File: src/rtl/uart_rx.sv
// 8N1 UART receiver: 2-flop synchronized input, mid-bit sampling from a baud counter,
// one-cycle valid / frame_err pulses per completed frame.
module uart_rx #(
    parameter int BAUD_DIV = 434
) (
    input  logic       clk,
    input  logic       rst_n,
    input  logic       rx,
    output logic [7:0] data_out,
    output logic       valid,
    output logic       frame_err,
    output logic       busy
);
    localparam int HALF_DIV = BAUD_DIV / 2;
    localparam int CW       = $clog2(BAUD_DIV);
    localparam logic [CW-1:0] HALF_END = CW'(HALF_DIV - 1);
    localparam logic [CW-1:0] BAUD_END = CW'(BAUD_DIV - 1);

    localparam logic [1:0] IDLE  = 2'd0;
    localparam logic [1:0] START = 2'd1;
    localparam logic [1:0] DATA  = 2'd2;
    localparam logic [1:0] STOP  = 2'd3;

    logic          sync1, rx_s, rx_d;
    logic [1:0]    settle;
    logic [1:0]    state;
    logic [CW-1:0] cnt;
    logic [2:0]    bit_idx;
    logic [7:0]    shift;
    logic          stop_ok, stop_bad;
    logic          start_edge;

    // Edges are only trusted once rx_d holds a real line sample; otherwise a line
    // that is low when reset releases would look like a 1-to-0 edge.
    assign start_edge = (settle == 2'd3) && rx_d && !rx_s;
    assign busy       = (state != IDLE);

    always_ff @(posedge clk or negedge rst_n) begin
        if (!rst_n) begin
            sync1  <= 1'b1;
            rx_s   <= 1'b1;
            rx_d   <= 1'b1;
            settle <= 2'd0;
        end else begin
            sync1 <= rx;
            rx_s  <= sync1;
            rx_d  <= rx_s;
            if (settle != 2'd3) settle <= settle + 2'd1;
        end
    end

    always_ff @(posedge clk or negedge rst_n) begin
        if (!rst_n) begin
            state     <= IDLE;
            cnt       <= '0;
            bit_idx   <= 3'd0;
            shift     <= 8'h00;
            stop_ok   <= 1'b0;
            stop_bad  <= 1'b0;
            data_out  <= 8'h00;
            valid     <= 1'b0;
            frame_err <= 1'b0;
        end else begin
            // Stop-bit verdict is published one edge after the sample.
            stop_ok   <= 1'b0;
            stop_bad  <= 1'b0;
            valid     <= stop_ok;
            frame_err <= stop_bad;
            if (stop_ok) data_out <= shift;

            case (state)
                IDLE: begin
                    cnt <= '0;
                    if (start_edge) state <= START;
                end
                START: begin
                    if (cnt == HALF_END) begin
                        cnt     <= '0;
                        bit_idx <= 3'd0;
                        state   <= rx_s ? IDLE : DATA;
                    end else begin
                        cnt <= cnt + 1'b1;
                    end
                end
                DATA: begin
                    if (cnt == BAUD_END) begin
                        cnt     <= '0;
                        shift   <= {rx_s, shift[7:1]};
                        bit_idx <= bit_idx + 3'd1;
                        if (bit_idx == 3'd7) state <= STOP;
                    end else begin
                        cnt <= cnt + 1'b1;
                    end
                end
                STOP: begin
                    if (cnt == BAUD_END) begin
                        cnt      <= '0;
                        state    <= IDLE;
                        stop_ok  <= rx_s;
                        stop_bad <= !rx_s;
                    end else begin
                        cnt <= cnt + 1'b1;
                    end
                end
                default: state <= IDLE;
            endcase
        end
    end
endmodule
File: config.mk
export PLATFORM = sky130hd
export DESIGN_NAME = uart_rx
export DESIGN_NICKNAME = d
export VERILOG_FILES = /design/src/rtl/uart_rx.sv
export SDC_FILE = /design/constraint.sdc
export NUM_CORES = 1
export LEC_CHECK = 0
export ABC_AREA = 1
export CAP_MARGIN = 20
export CORE_MARGIN = 8
export CORE_UTILIZATION = 45
export DETAILED_ROUTE_END_ITERATION = 12
export GPL_TIMING_DRIVEN = 0
export PLACE_DENSITY_LB_ADDON = 0.2
export SLEW_MARGIN = 20
export SYNTH_ARGS = -nofsm -noshare
export SYNTH_HDL_FRONTEND = slang
export SYNTH_SLANG_ARGS = --single-unit
File: constraint.sdc
create_clock -name clk -period 1.55 [get_ports clk]
set_clock_uncertainty 0.15 [all_clocks]
set_input_delay 0.155 -clock clk [delete_from_list [all_inputs] [get_ports clk]]
set_output_delay 0.155 -clock clk [all_outputs]
set_load 0.01 [all_outputs]
Word level (Yosys, flattened, before mapping). Index checks and enable logic that the tools add are counted.

Bits in registers: 39.

$add $sub $neg: 3. Mux-type cells: 17. Equality and inequality tests: 13. Reduce and logical (&&, ||, !) cells: 10.

Operators by type and width (number): one-hot mux 9 bit (3 select lines) (1); 2-to-1 mux 9 bit (2); 2-to-1 mux 2 bit (6); inequality test 2 bit, second input constant (6); adder 9 x 1 -> 9 bit, second input constant (1); equality test 9 x 8 -> 1 bit, second input constant (1); equality test 9 bit, second input constant (1); one-hot mux 2 bit (4 select lines) (1); equality test 2 bit, second input constant (3); 2-to-1 mux 3 bit (2); one-hot mux 3 bit (2 select lines) (1); AND reduction 5 bit (1); 2-to-1 mux 1 bit (4); nonzero test 2 bit (2); adder 3 x 1 -> 3 bit, second input constant (1); equality test 3 bit, second input constant (1); AND reduction 3 bit (1); adder 2 x 1 -> 2 bit, second input constant (1); equality test 2 x 1 -> 1 bit, second input constant (1); logical AND 1 bit (2); logical NOT 2 bit (1); AND reduction 2 bit (1); OR reduction 2 bit (1); logical NOT 1 bit (1).

Longest topological paths before layout.
Depth after elaboration: 5. Depth in mapped cells: 9.

Worst setup path before layout. Ideal clock, no wire load.

Kind: reg2reg. Start: register cnt[1]. End: register bit_idx[1]. Stages on the path, launching flop included: 9. Library setup time: 0.121 ns. Data arrival time: 1.170 ns. Required time: 1.279 ns. Setup slack: 0.109 ns. Path through: dfrtp_1 inv_1 ha_1 nand2_1 nor2_4 nand3_4 nand2_2 inv_2 a22o_1.

Cells in the longest elaborated chain, start to end: 3.

Ends and longest elaborated chain: from (decl) (line 27) `logic [CW-1:0] cnt;`; from (signal assigned) (line 82) `cnt <= cnt + 1'b1;`; from (signal assigned) (line 92) `cnt <= cnt + 1'b1;`; from (signal assigned) (line 102) `cnt <= cnt + 1'b1;`; equality test 9 bit / equality test 9 x 8 -> 1 bit (equally long branches) (line 86, 77); inequality test 2 bit (no source line); AND reduction 3 bit (no source line) *; to (signal assigned) (line 89) `bit_idx <= bit_idx + 3'd1;`; to (decl) (line 28) `logic [2:0] bit_idx;`.

Every way passes the cells marked *; elsewhere a longest branch is shown, timed or not. A chain may end at the register's enable or synchronous reset.

Worst setup path after layout.
Start: register cnt[0]. End: register bit_idx[1].

Same word-level chain as after synthesis.

==> results.sh <==
export IMPL_top_layer_used="met4"
export IMPL_grt_pass1_wl_mm=5.33
export IMPL_cts_root_buf="clkbuf_8"
export IMPL_numCtsBuffers=5
export IMPL_dp_hpwl_mm=2.22
export IMPL_drv_cap=0
export IMPL_worstRegToRegCells=8
export IMPL_min_period_ns=1.60
export IMPL_routed_wirelength_mm=3.20
export IMPL_power_frac_seq=0.386
export IMPL_ys_seq_elements=39
export IMPL_antenna_found_initial=0
export IMPL_ios=14
export IMPL_min_to="sync1"
export IMPL_hold_depth=1
export IMPL_synth_common_cells="dfrtp_1 (36), nand2_1 (31), nor2_1 (18)"
export IMPL_die_area_sq_um=6050
export IMPL_port_buffers=13
export IMPL_start_kind="flop"
export IMPL_post_synth_top_count_cell="dfrtp_1"
export IMPL_fin_ws_ns=-0.0529
export IMPL_drc=0
export IMPL_synth_cells=173
export IMPL_clkPwrFrac=0.289
export IMPL_drive_gt1_frac=0.337
export IMPL_r2r_end="bit_idx[1]"
export IMPL_setup_violations_final=9
export IMPL_violations="negative setup slack"
export IMPL_sw_frac_of_total=0.322
export IMPL_nNetsFinal=213
export IMPL_comb_power_share=0.325
export IMPL_first_pass_iters=4
export IMPL_overflow=0
export IMPL_outcome="finished with violations"
export IMPL_cp_data_required_time_ns=1.58
export IMPL_dpl_worst_slack_ns=-0.0574
export IMPL_yosysWarnings=0
export IMPL_arrival_ns=1.63
export IMPL_min_period_over_period=1.03
export IMPL_grtUsageTotal=0.110
export IMPL_rsz0062_at_grt="true"
export IMPL_wl_per_cell_um=12.7
export IMPL_ir_worst_vdd_v=0.000804
export IMPL_vias=1221
export IMPL_path_class="flop to flop"
export IMPL_yosysSeqAreaShare=0.571
export IMPL_hold_viol=0
export IMPL_die_y_um=77.8
export IMPL_power_switching_w=0.000962
export IMPL_wl_met1_mm=1.35
export IMPL_drtIter0Drc=72
export IMPL_ys_types=26
export IMPL_dominantRegCellSynth="dfrtp_1"
export IMPL_worstMarginPinSlew_ns=0.374
export IMPL_vias_per_cell=4.83
export IMPL_relSlewSlack=0.751
export IMPL_power_density_nw_per_um2=1320
export IMPL_slew_violations=0
export IMPL_syn_avg_cell_area_sq_um=9.92
export IMPL_cp_max_fo=4
export IMPL_synthesis_nets=182
export IMPL_die_w_um=77.8
export IMPL_core_sq_um=3660
export IMPL_cts_htree_levels=2
export IMPL_clockBufferDepth=2
export IMPL_worstHoldStart="rx"
export IMPL_wl_met3_um=124
export IMPL_tns_ns=-0.170
export IMPL_worst_setup_path_end_kind="flop"
export IMPL_initial_core_util=0.469
export IMPL_wl_met2_mm=1.68
export IMPL_synth_area_sq_um=1720
export IMPL_synthArstFlopShare=1.00
export IMPL_syn_to_final_growth_pct=32.3
export IMPL_cts_tree="built"
export IMPL_synth_top_cell_area_share=0.525
export IMPL_hold_path_class="primary input to flop"
export IMPL_p_int_w=0.00203
export IMPL_diodes=0
export IMPL_cts_sinks=39
export IMPL_synth_edf_count=0
export IMPL_max_freq_mhz=624
export IMPL_reg2reg_slack_ns=-0.05
export IMPL_path_clk_slew_ns=0.07
export IMPL_place_gp_congestion=0.790
export IMPL_final_antenna_net_count=0
export IMPL_yosys_area_top_type="dfrtp_1"
export IMPL_r2r_start="cnt[0]"
export IMPL_grt_max_degree=30
export IMPL_insertion_delay_ns=0.29
export IMPL_p_leak_nw=1.04
export IMPL_rows=22
export IMPL_final_core_util=0.620
export IMPL_synth_area_leaders="dfrtp_1 (52%), nand2_1 (6.8%), dfstp_2 (4.6%)"
export IMPL_grt_pass1_vias=1197
[kinds of logic after synthesis]
group	Yosys count	synth area share
muxes	4	0.0262
DFF	39	0.571
xor gates and xnor gates	3	0.0153
buffers and inverters	24	0.0568
and+or+nand+nor	78	0.227
AOI/OAI and AO/OA	19	0.0598
adders and majority gates	6	0.0437
[layout by cell type (no fill, tap or decap), types with 2 or more instances in the layout]
cell,n
dfrtp_2,2
nor3_1,3
nor2_2,5
nor2_4,5
clkdlybuf4s50_1,11
nor3_2,3
buf_6,2
xnor2_1,2
mux2_2,4
dfrtp_1,34
nand2_4,8
ha_4,2
buf_4,8
o21ai_0,2
inv_1,15
inv_2,5
o21ai_1,7
nand4_1,3
nand2_1,24
clkbuf_8,6
dfstp_2,3
nand3_1,6
ha_1,4
a21oi_1,7
nand2_2,4
nor2_1,13
nand3_4,2
[worst max-delay path by stage]
stage / from / to / slack, ns / cells past startpoint
after floorplan: cnt[1] / bit_idx[1] / 0.11 / 8
after global placement: rst_n / data_out[4] / -0.71 / 1
after detailed placement: cnt[0] / flop / -0.06 / 9
after CTS: cnt[0] / flop / -0.008 / 9
after global routing: cnt[0] / flop / -0.15 / 9
final: cnt[0] / bit_idx[1] / -0.05 / 8
[state kept, by name (all words and copies together) (netlist names), named ones only]
register	count
cnt	9
data_out	8
stop_ok	1
stop_bad	1
rx_d	1
sync1	1
shift	8
rx_s	1
valid	1
bit_idx	3
frame_err	1
state	1
settle	2
[power by group through the flow]
stage / registers, W / logic, W / clock network (W)
final: 0.00115 / 0.000972 / 0.000863
after floorplan: 0.00118 / 0.000378 / 0
after global routing: 0.00116 / 0.00107 / 0.000929
after CTS: 0.00115 / 0.000627 / 0.000888
after global placement: 0.00119 / 0.000483 / 0
after detailed placement: 0.00120 / 0.000507 / 0
[layout make-up]
class,count,area [sq um]
Fill cell,291,1390
Sequential cell,39,982
Multi-Input combinational cell,110,778
Timing Repair Buffer,24,225
Inverter,22,92.6
Clock buffer,6,82.6
Tap cell,48,60.1
Clock inverter,2,35.0
Buffer,2,15.0
[metrics by stage]
stage | total power [W] | cell area [sq um] | hold WS, ns | instances
2_1_floorplan | 0.00156 | 1720 | -0.291 | 173
3_3_place_gp | 0.00168 | 1910 | 0.182 | 234
3_5_place_dp | 0.00171 | 1920 | -0.0977 | 235
4_1_cts | 0.00266 | 2100 | 0.109 | 249
5_1_grt | 0.00317 | 2270 | 0.107 | 253
6_report | 0.00299 | 2270 | 0.118 | 253
[routing by layer]
metal | up-vias | global-route usage
met5 | - | 0
met4 | 0 | 0.0679
met3 | 4 | 0.0323
met2 | 15 | 0.179
met1 | 583 | 0.124
li1 | 619 | -
[critical path, cell delays in order (launching register included)]
cell     delay, ns
dfrtp_1       0.43
buf_6         0.13
ha_4          0.12
nand2_4       0.05
nor2_4        0.17
nand3_4       0.13
nand2_4       0.09
inv_4         0.05
a22o_1        0.17
[timing repair]
| action | CTS | global route |
|---|---|---|
| endpoints found under the hold margin | 39 | 0 |
| setup buffers | 5 | 4 |
| hold buffers | 1 | 0 |
| gates resized for setup | 7 | 35 |
| endpoints found under the setup margin | 10 | 20 |
| pin swaps | 1 | 13 |
No activity file was read; power rests on OpenSTA's default activity.
